--- src/rtl/array_max_pkg.sv ---
// Shared types for the array maximum scanner: FSM state encoding and RAM read latency.
package array_max_pkg;

    localparam int unsigned RD_LAT = 1;

    typedef enum logic [1:0] {
        StIdle,
        StScan,
        StDrain,
        StDone
    } state_e;

endpackage

--- src/rtl/array_max_scan.sv ---
// Scans an array through a synchronous RAM read port and reports the maximum value and the
// index of its first occurrence once the index stream has ended and the reads have drained.
module array_max_scan
    import array_max_pkg::*;
#(
    parameter int unsigned SIZE_ADDR = 8,
    parameter int unsigned SIZE_DATA = 16
) (
    input  logic                 i_clk,
    input  logic                 i_rst_n,
    input  logic                 i_start,
    input  logic                 i_en,
    input  logic [SIZE_ADDR-1:0] i_value_i,
    input  logic                 i_done,
    output logic                 o_rd_en,
    output logic [SIZE_ADDR-1:0] o_rd_addr,
    input  logic [SIZE_DATA-1:0] i_rd_data,
    output logic                 o_busy,
    output logic                 o_valid,
    output logic [SIZE_DATA-1:0] o_max,
    output logic [SIZE_ADDR-1:0] o_max_idx
);

    state_e               r_state;
    logic [RD_LAT:0]      r_vld;
    logic [SIZE_ADDR-1:0] r_idx_pipe [RD_LAT];
    logic [SIZE_ADDR-1:0] r_rd_addr;
    logic [SIZE_DATA-1:0] r_max;
    logic [SIZE_ADDR-1:0] r_max_idx;
    logic                 r_first;
    logic                 r_busy;
    logic                 r_valid;

    logic                 w_accept;
    logic                 w_last;
    logic                 w_data_vld;
    logic                 w_take;
    logic                 w_drained;

    // The index arriving with i_start is the first element of the new scan.
    assign w_accept   = i_en && (i_start || (r_state == StScan));
    assign w_last     = w_accept && i_done;
    assign w_data_vld = r_vld[RD_LAT];
    assign w_take     = w_data_vld && (r_first || (i_rd_data > r_max));
    assign w_drained  = w_data_vld && (r_vld[RD_LAT-1:0] == '0);

    always_ff @(posedge i_clk) begin
        if (!i_rst_n) begin
            r_state   <= StIdle;
            r_vld     <= '0;
            r_rd_addr <= '0;
            r_max     <= '0;
            r_max_idx <= '0;
            r_first   <= 1'b1;
            r_busy    <= 1'b0;
            r_valid   <= 1'b0;
            for (int k = 0; k < RD_LAT; k++) begin
                r_idx_pipe[k] <= '0;
            end
        end else begin
            if (w_accept) begin
                r_rd_addr <= i_value_i;
            end
            r_idx_pipe[0] <= r_rd_addr;
            for (int k = 1; k < RD_LAT; k++) begin
                r_idx_pipe[k] <= r_idx_pipe[k-1];
            end

            if (i_start) begin
                // Restart discards reads still in flight from the previous scan.
                r_vld     <= {{RD_LAT{1'b0}}, w_accept};
                r_first   <= 1'b1;
                r_max     <= '0;
                r_max_idx <= '0;
                r_busy    <= 1'b1;
                r_valid   <= 1'b0;
                r_state   <= w_last ? StDrain : StScan;
            end else begin
                r_vld   <= {r_vld[RD_LAT-1:0], w_accept};
                r_valid <= 1'b0;

                if (w_take) begin
                    r_max     <= i_rd_data;
                    r_max_idx <= r_idx_pipe[RD_LAT-1];
                    r_first   <= 1'b0;
                end

                case (r_state)
                    StScan: begin
                        if (w_last) begin
                            r_state <= StDrain;
                        end
                    end
                    StDrain: begin
                        if (w_drained) begin
                            r_state <= StDone;
                            r_busy  <= 1'b0;
                            r_valid <= 1'b1;
                        end
                    end
                    default: begin
                        r_state <= StIdle;
                    end
                endcase
            end
        end
    end

    assign o_rd_en   = r_vld[0];
    assign o_rd_addr = r_rd_addr;
    assign o_busy    = r_busy;
    assign o_valid   = r_valid;
    assign o_max     = r_max;
    assign o_max_idx = r_max_idx;

endmodule

--- config.mk ---
export PLATFORM = sky130hd
export DESIGN_NAME = array_max_scan
export DESIGN_NICKNAME = d
export VERILOG_FILES = /design/src/rtl/array_max_pkg.sv /design/src/rtl/array_max_scan.sv
export SDC_FILE = /design/constraint.sdc
export NUM_CORES = 1
export LEC_CHECK = 0
export BUFFER_PORTS_ARGS = -buffer_cell sky130_fd_sc_hd__buf_2
export CAP_MARGIN = 10
export CORE_UTILIZATION = 40
export CTS_BUF_LIST = sky130_fd_sc_hd__clkbuf_4
export DETAILED_ROUTE_END_ITERATION = 12
export SYNTH_ARGS = -nofsm -noshare
export SYNTH_HDL_FRONTEND = slang
export SYNTH_SLANG_ARGS = --single-unit
--- constraint.sdc ---
create_clock -name i_clk -period 3.9 [get_ports i_clk]
set_input_delay 0.78 -clock i_clk [delete_from_list [all_inputs] [get_ports i_clk]]
set_output_delay 0.78 -clock i_clk [all_outputs]
set_load 0.01 [all_outputs]
==> results of run 1 <==
[area by class of cell]
type | instances | share of cell area, %
clock buffer | 5 | 1.453
clock inverter | 3 | 1.065
inverter | 21 | 3.051
multi-input combinational | 153 | 41.84
sequential | 47 | 36.42
tap | 70 | 3.390
timing repair buffer | 65 | 12.78
[through the flow]
step / util, % / total power, mW / hold slack [ps] / cells
2_1_floorplan: - / 0.5848 / 423.5 / 230
3_3_place_gp: 49.00 / 0.6246 / 426.7 / 356
3_5_place_dp: 49.00 / 0.6256 / 435.8 / 356
4_1_cts: 50.27 / 0.8780 / 451.3 / 364
5_1_grt: 50.27 / 0.9134 / 457.7 / 364
6_report: 50.27 / 0.8631 / 448.0 / 364
[cells by family after synthesis]
family | synth area share [%]
AOI/OAI and AO/OA | 11.41
adders and majority gates | 10.43
buffers and inverters | 6.721
DFF | 43.57
muxes | 11.12
and+or+nand+nor | 16.74
[metal layers]
metal / up-vias / GRT usage [%] / share of wire [%]
met2: 45 / 25.00 / 45
met4: 0 / 6.173 / 1.1
li1: 898 / - / -
met1: 726 / 19.07 / 49
met5: - / 0 / 0
met3: 5 / 4.630 / 5.8
[synth_stat cells (all sizes together)]
| library cell | count |
|---|---|
| a211oi | 2 |
| a21boi | 1 |
| a21o | 1 |
| a21oi | 10 |
| a311oi | 1 |
| a31oi | 1 |
| and2 | 9 |
| buf | 2 |
| clkbuf | 7 |
| clkinv | 1 |
| dfxtp | 47 |
| ha | 18 |
| inv | 20 |
| mux2i | 24 |
| nand2 | 51 |
| nand2b | 1 |
| nand3b | 1 |
| nand4 | 3 |
| nor2 | 5 |
| nor2b | 4 |
| nor3 | 2 |
| nor3b | 1 |
| o211ai | 2 |
| o21ai | 6 |
| o22a | 8 |
| o31ai | 1 |
| or4 | 1 |
[flip-flops by register name, summed over array words and instances (netlist names)]
name,cells
r_idx_pipe,8
o_busy,1
r_vld,2
o_max,16
r_first,1
o_max_idx,8
r_state,2
o_rd_addr,8
o_valid,1
[worst max-delay path: stages]
cell and delay, ps:
buf_2 110, ha_1 310, nand4_2 150, or4_4 580, a21o_1 200, a31oi_4 180, buf_4 270, mux2i_1 210
[how the worst max path moves through the flow]
stage / start / end / slack [ps] / cells after the start
after global routing: i_rd_data[15] / o_max[2]$_SDFFE_PP0P_ / 1300 / 8
after CTS: i_rd_data[15] / o_max[6]$_SDFFE_PP0P_ / 1410 / 8
after detailed placement: i_rd_data[15] / o_max[6]$_SDFFE_PP0P_ / 1030 / 8
final: i_rd_data[15] / o_max[0]$_SDFFE_PP0P_ / 1410 / 8
after floorplan: i_rd_data[15] / o_max[0]$_SDFFE_PP0P_ / 1210 / 7
after global placement: i_rd_data[15] / o_max[2]$_SDFFE_PP0P_ / 1070 / 8
[layout by cell type (no fill, tap or decap), drive strengths merged, types with 2 or more instances in the layout]
cell / synthesis / final
a211oi: 2 / 2
a21oi: 10 / 10
and2: 9 / 9
buf: 2 / 65
clkbuf: 7 / 5
dfxtp: 47 / 47
ha: 18 / 18
inv: 20 / 22
mux2i: 24 / 24
nand2: 51 / 51
nand4: 3 / 3
nor2: 5 / 5
nor2b: 4 / 4
nor3: 2 / 2
o211ai: 2 / 2
o21ai: 6 / 6
o22a: 8 / 8
[power by group]
| group | switching [mW] | internal, mW | total [mW] |
|---|---|---|---|
| registers | 0.00721 | 0.499 | 0.506 |
| logic | 0.0592 | 0.0481 | 0.107 |
| clock network | 0.172 | 0.0772 | 0.250 |
==> metrics.cfg, run 1 <==
[clock_network]
clock_latency_ps=370
cts_made_buffers=5
cts_hold_buffers=0
post_cts_buffers=0
postCtsResizedCells=0
clk_pin_slew_worst_paths_ps=150
cts_tree=yes
cts.sinks=47
htree_num_levels=2
cts_root_buf=clkbuf_4
clock_path_buffers=2

[sta]
slew_viol_final=0
finalSetupTns_ps=0
slew-limit-headroom_pct=33.51
max_slew.worst_pin.slew_ps=995.0
rsz0062_at_grt=false
worst_slack_ps=1415
hold_viol_final=0
setup_viol=0
finalCritPeriodShare_pct=63.73
period_minus_slack_ps=2485
fmax_mhz=402.4
finClkSkew_ps=5.228

[layout]
drive_above_1_share_pct=26.87
multi_input_area_mm2=0.001081
seqCellArea_um2=940.9
fin_nets=340
final_area_mm2=0.002584
syn2layout_area_growth_pct=19.64
nFillCells=538
antenna_cells=0

[floorplan]
die-width_um=75.48
core_area_mm2=0.005140
initial_core_util_pct=42.02
die_h_um=75.48
pin_count=64
die-area_mm2=0.005696
placementRows=26

[detailed_routing]
wl_per_cell_um=11.04
drt_iter0_drc=57
ant_nets=0
totalWireLength_um=4017
drc=0
first_pass_iters=4
vias=1674
viasPerCell=4.599

[worst_hold_path]
min_from=r_idx_pipe[0][4]$_SDFF_PN0_
hold_path.class=flop to flop
whs_endpoint=o_max_idx[4]$_SDFFE_PP0P_
holdPathStages=2

[global_routing]
grt_max_degree=51
grt_first_pass_wirelength_um=6541
grt_pass1_vias=1523
grt-ovfl-total=0
antenna_found_initial=0
grt_use_total_pct=15.36

[critical_path]
worst_ep_required_time_ps=4210
reg2reg_to=o_max[0]$_SDFFE_PP0P_
cp-end-kind=flop
reg2reg_depth=8
start_kind=primary input
reg2reg_setup_slack_ps=1510
critical_path_class=primary input to flop
cp_max_fo=13
timing.rr.start=o_max[15]$_SDFFE_PP0P_
cp.arrival_ps=2800

[synth]
synthTopCellsByArea=dfxtp_1, mux2i_1, ha_1
synth_nets=277
yosys.area.top_type=dfxtp_1
ys_warn_count=0
ys_types=30
ys_seq_area_share_pct=43.57
postSynthCellCount=230
synth.avg_cell_area_um2=9.389
ys_ff_latch=47
synth_top_area_share_pct=43.57
synth_area_mm2=0.002160

[placement]
dpl_cell_area_mm2=0.002519
place.gp.congestion=0.7234
port_buffers=63
hpwl_um=2989
dp_slack_ps=1029

[run]
maxCapViolCount=0

[run_status]
outcome=completed

[power]
p_leak_nw=1.099
peakVddDrop_mv=0.2138
power.density_mw_per_mm2=334.0

Power figures use the tool's default switching activity.
==> run 2, diff against run 1 <==
Settings changed: PLACE_DENSITY set to 0.67.
Clock period 3.9 ns to 2.19 ns, I/O delays scaled along.
==> run 2 against run 1 <==
Effect of this change:
- the run now ends with setup timing left
- sequential cell count unchanged
- first-iteration DRC count decreased by 39%
- setup slack got worse by 1400 ps
- hold slack got worse by 170 ps
- sequential power increased by 78%
- highest routed layer unchanged
==> metrics.cfg, run 2 (synthesis gave the netlist of run 1 again) <==
[run_status]
outcome=finished, violations left
failed_checks=setup timing

[placement]
place_inst=362
dp_slack_ps=-185.2
place.gp.congestion=0.7791
dpl_cell_area_mm2=0.002681
hpwl_um=3338
port_buffers=63

[worst_hold_path]
holdPathStages=2
hold_path.class=primary input to flop

[layout]
syn2layout_area_growth_pct=28.27
drive_above_1_share_pct=36.09
fin_cells=372
antenna_cells=0
fin_util_pct=53.89
final_common_cell=buf_2
mostFrequentLayoutCells=buf_2, nand2_1, dfxtp_1, mux2i_1, inv_1
fin_nets=348
final_area_mm2=0.002770
largest_reg_flops=16

[detailed_routing]
wl_per_cell_um=11.59
totalWireLength_um=4311
vias=1771
drt_iter0_drc=35
drc=0
viasPerCell=4.761
first_pass_iters=4
ant_nets=0

[global_routing]
grt-ovfl-total=0
grt_max_degree=28
grt_use_total_pct=16.05
grtUsageMet2_pct=26.88
grt_pass1_vias=1609
busiest_layer=met2
grt_first_pass_wirelength_um=6941
use_met1_pct=19.67
antenna_found_initial=0
met3_usage_pct=6.349

[floorplan]
die_h_um=75.48
core_area_mm2=0.005140
pin_count=64
die-width_um=75.48
initial_core_util_pct=42.02
die-area_mm2=0.005696
placementRows=26

[power]
power.density_mw_per_mm2=555.2
p_leak_nw=1.159
peakVddDrop_mv=0.4104
p_total_mw=1.538

[clock_network]
cts_made_buffers=5
cts_tree=yes
clock_latency_ps=370
cts_root_buf=clkbuf_4
cts.sinks=47
htree_num_levels=2
clock_path_buffers=2
clk_pin_slew_worst_paths_ps=150

[sta]
setup_viol=1
finalCritPeriodShare_pct=100.0
slew_viol_final=0
hold_viol_final=0
fmax_mhz=456.5
whs_ps=281.9
worst_slack_ps=-0.4483
rsz0062_at_grt=true
finalSetupTns_ps=-0.4483
slew-limit-headroom_pct=59.59
max_slew.worst_pin.slew_ps=602.2
finClkSkew_ps=10.86
period_minus_slack_ps=2190

[critical_path]
start_kind=flop
cp_max_fo=14
cp.arrival_ps=2490
worst_ep_required_time_ps=2490
cp-end-kind=flop
critical_path_class=flop to flop
reg2reg_depth=8

[run]
maxCapViolCount=0

[run 2: where the power goes]
| group | leakage (nW) | switching, mW | internal (mW) | total (mW) |
|---|---|---|---|---|
| clock network | 0.0356 | 0.291 | 0.130 | 0.421 |
| registers | 0.387 | 0.0132 | 0.888 | 0.901 |
| logic | 0.736 | 0.114 | 0.102 | 0.216 |
[run 2: what timing repair did]
action,4_1_cts,5_1_grt
endpoints found under the setup margin,24,24
resized for setup,6,3
buffers inserted,2,0
hold buffers,0,0
endpoints found under the hold margin,0,0
[run 2: worst paths after layout]
kind	start	endpoint	slack [ps]
worst max-delay path	o_max[9]$_SDFFE_PP0P_	o_max[3]$_SDFFE_PP0P_	-0.4
worst min-delay path	i_value_i[1]	o_rd_addr[1]$_SDFFE_PN0P_	280
worst max register to register	o_max[9]$_SDFFE_PP0P_	o_max[3]$_SDFFE_PP0P_	-0.4
worst min register to register	r_idx_pipe[0][3]$_SDFF_PN0_	o_max_idx[3]$_SDFFE_PP0P_	450
[run 2: layer usage]
| metal | wire, um | vias up | share of wire, % |
|---|---|---|---|
| li1 | - | 921 | - |
| met1 | 1968 | 795 | 46 |
| met2 | 2027 | 51 | 47 |
| met3 | 295 | 4 | 6.8 |
| met4 | 19 | 0 | 0.44 |
| met5 | 0 | - | 0 |
[run 2: cell type report]
class                   instances  area [um2]
fillers                       512        2370
clock buffers                   5       37.54
clock inverters                 3       22.52
multi-input cells             153        1185
flip-flops and latches         47       952.2
well taps                      70       87.58
repair buffers                 73       406.6
inverters                      21       78.83
[run 2: critical path, stage by stage (launching register included)]
cell and delay [ps]:
dfxtp_2 360, inv_1 60, ha_4 270, nand2_2 50, or4_4 550, a21o_1 200, a31oi_4 240, buf_12 200
mux2i_1 200
==> run 3, diff against run 2 <==
Settings changed: ABC_AREA set to 1.
Clock period 2.19 ns to 1.9 ns, I/O delays scaled along.
==> run 3 against run 2 <==
Effect of this change:
- the flow now finishes without violations
- register-to-register slack hardly changed
- clock power up 49%
- synthesized area increased by 1.6%
- sequential power rose by 17%
- final cell count is 20% higher
- core utilization increased by 4.3 points
- critical path depth rose by 5
- global-route usage down 0.27 points
- count of clock-buffer cells in the layout unchanged
- sequential share of layout area fell by 2.9 points
- critical endpoint is now o_max[0]$_SDFFE_PP0P_
- largest cell class unchanged
- highest routed layer unchanged
==> metrics.cfg, run 3 <==
[floorplan]
core_area_mm2=0.005205
die_h_um=76.05
die-area_mm2=0.005784
initial_core_util_pct=42.14
die-width_um=76.05
placementRows=26
pin_count=64

[global_routing]
grt_pass1_vias=1715
antenna_found_initial=0
grt_use_total_pct=15.77
grt_first_pass_wirelength_um=7362
grt_max_degree=26
grt-ovfl-total=0

[synth]
synth_area_mm2=0.002193
synth_top_area_share_pct=42.90
synth.avg_cell_area_um2=7.410
synth_common_cells=nand2_1, dfxtp_1, inv_1, nor2_1, nor2_2
synth-edff-count=0
ys_types=23
ys_seq_area_share_pct=42.90
ys_ff_latch=47
synth-main-ff-cell=dfxtp_1
ys_warn_count=0
synth.most_common_cell=nand2_1
postSynthCellCount=296
synth_nets=343
async_flop_share_pct=0
synthTopCellsByArea=dfxtp_1, nand2_1, ha_1
yosys.area.top_type=dfxtp_1

[detailed_routing]
first_pass_iters=4
totalWireLength_um=4763
vias=2038
ant_nets=0
drt_iter0_drc=62
wl_per_cell_um=10.66
drc=0
viasPerCell=4.559

[power]
peakVddDrop_mv=0.4539
p_leak_nw=1.621
power.density_mw_per_mm2=650.4
p_total_mw=1.969

[sta]
setup_viol=0
slew-limit-headroom_pct=78.05
period_minus_slack_ps=1898
hold_viol_final=0
finalCritPeriodShare_pct=99.92
slew_viol_final=0
finalSetupTns_ps=0
worst_slack_ps=1.524
finClkSkew_ps=9.241
whs_ps=247.7
fmax_mhz=526.7
rsz0062_at_grt=true
max_slew.worst_pin.slew_ps=328.8

[critical_path]
crit_chain=inv_1, ha_4, nand4_1, nor3_2, nand2_1, nand2_1, nand2_1, nand2_2, nand2_4, clkbuf_16, nand2_2, nand2_1, nor2_1
path_buf_inv=2
crit_start=o_max[9]$_SDFFE_PP0P_
cp-end-kind=flop
crit_family=simple AND/OR/NAND/NOR gates
cp.depth=13
cp_slowest_cell=dfxtp_2
cp_max_fo=9
worst_ep_required_time_ps=2220
critical_path_class=flop to flop
timing.rr.start=o_max[9]$_SDFFE_PP0P_
reg2reg_depth=13
max_stage_delay_ps=360
cp_common_cell=nand2_1
reg2reg_setup_slack_ps=2
start_kind=flop
cp.arrival_ps=2220
crit_path_end=o_max[0]$_SDFFE_PP0P_
reg2reg_to=o_max[0]$_SDFFE_PP0P_

[clock_network]
cts_made_buffers=5
clock_path_buffers=2
cts_root_buf=clkbuf_4
cts_tree=yes
cts.sinks=47
htree_num_levels=2
cts_hold_buffers=0
clk_pin_slew_worst_paths_ps=150
clock_latency_ps=370

[layout]
nFillCells=497
syn2layout_area_growth_pct=38.05
largest_reg_flops=16
final_area_mm2=0.003028
mostFrequentLayoutCells=nand2_1, buf_2, inv_1, dfxtp_1, nor2_1
fin_util_pct=58.17
fin_nets=423
antenna_cells=0
fin_cells=447
final_common_cell=nand2_1
drive_above_1_share_pct=39.52

[placement]
dpl_cell_area_mm2=0.002636
port_buffers=63
hpwl_um=3146
place_inst=431
place.gp.congestion=0.7690
dp_slack_ps=-47.28

[worst_hold_path]
min_from=i_rd_data[2]
hold_path.class=primary input to flop

[run_status]
outcome=completed

[run]
maxCapViolCount=0

## run 3: cells by family after synthesis
logic type,after synthesis,share of synthesized area [%]
AOI/OAI and AO/OA,23,5.990
adders and majority gates,18,10.27
buffers and inverters,54,10.72
DFF,47,42.90
and+or+nand+nor,154,30.12
## run 3: worst min-delay path by stage
stage                                             end  slack, ps  depth (start not counted)
after CTS                       o_max[6]$_SDFFE_PP0P_        220                          3
after global placement    r_idx_pipe[0][3]$_SDFF_PN0_        440                          2
after floorplan             o_max_idx[6]$_SDFFE_PP0P_        430                          2
after global routing            o_max[0]$_SDFFE_PP0P_        220                          3
after detailed placement  r_idx_pipe[0][3]$_SDFF_PN0_        440                          2
final                           o_max[2]$_SDFFE_PP0P_        250                          3
## run 3: metal layers
| metal | wire [um] | vias up | GRT usage (%) |
|---|---|---|---|
| met1 | 2091 | 911 | 18.14 |
| met3 | 289 | 6 | 5.389 |
| met4 | 56 | 0 | 6.346 |
| met2 | 2325 | 48 | 26.82 |
| li1 | - | 1073 | - |
| met5 | 0 | - | 0 |
## run 3: power by group
group	total, mW	switching [mW]	internal, mW
clock network	0.629	0.347	0.282
registers	1.05	0.0216	1.03
logic	0.291	0.160	0.131
## run 3: timing repair
item / CTS / global route
endpoints found under the setup margin: 0 / 24
resized for setup: 0 / 48
setup buffers: 0 / 2
endpoints found under the hold margin: 0 / 0
## run 3: final cells by class
| type | count | area [um2] | area share (%) |
|---|---|---|---|
| multi-input cells | 196 | 1185 | 39.13 |
| flip-flops and latches | 47 | 953.4 | 31.49 |
| repair buffers | 80 | 545.5 | 18.02 |
| inverters | 46 | 172.7 | 5.703 |
| well taps | 70 | 87.58 | 2.893 |
| clock inverters | 3 | 46.29 | 1.529 |
| clock buffers | 5 | 37.54 | 1.240 |
## run 3: tightest hold or removal path, stage by stage
cell and delay (ps):
buf_2 100, nor2_2 40, nor2_1 70
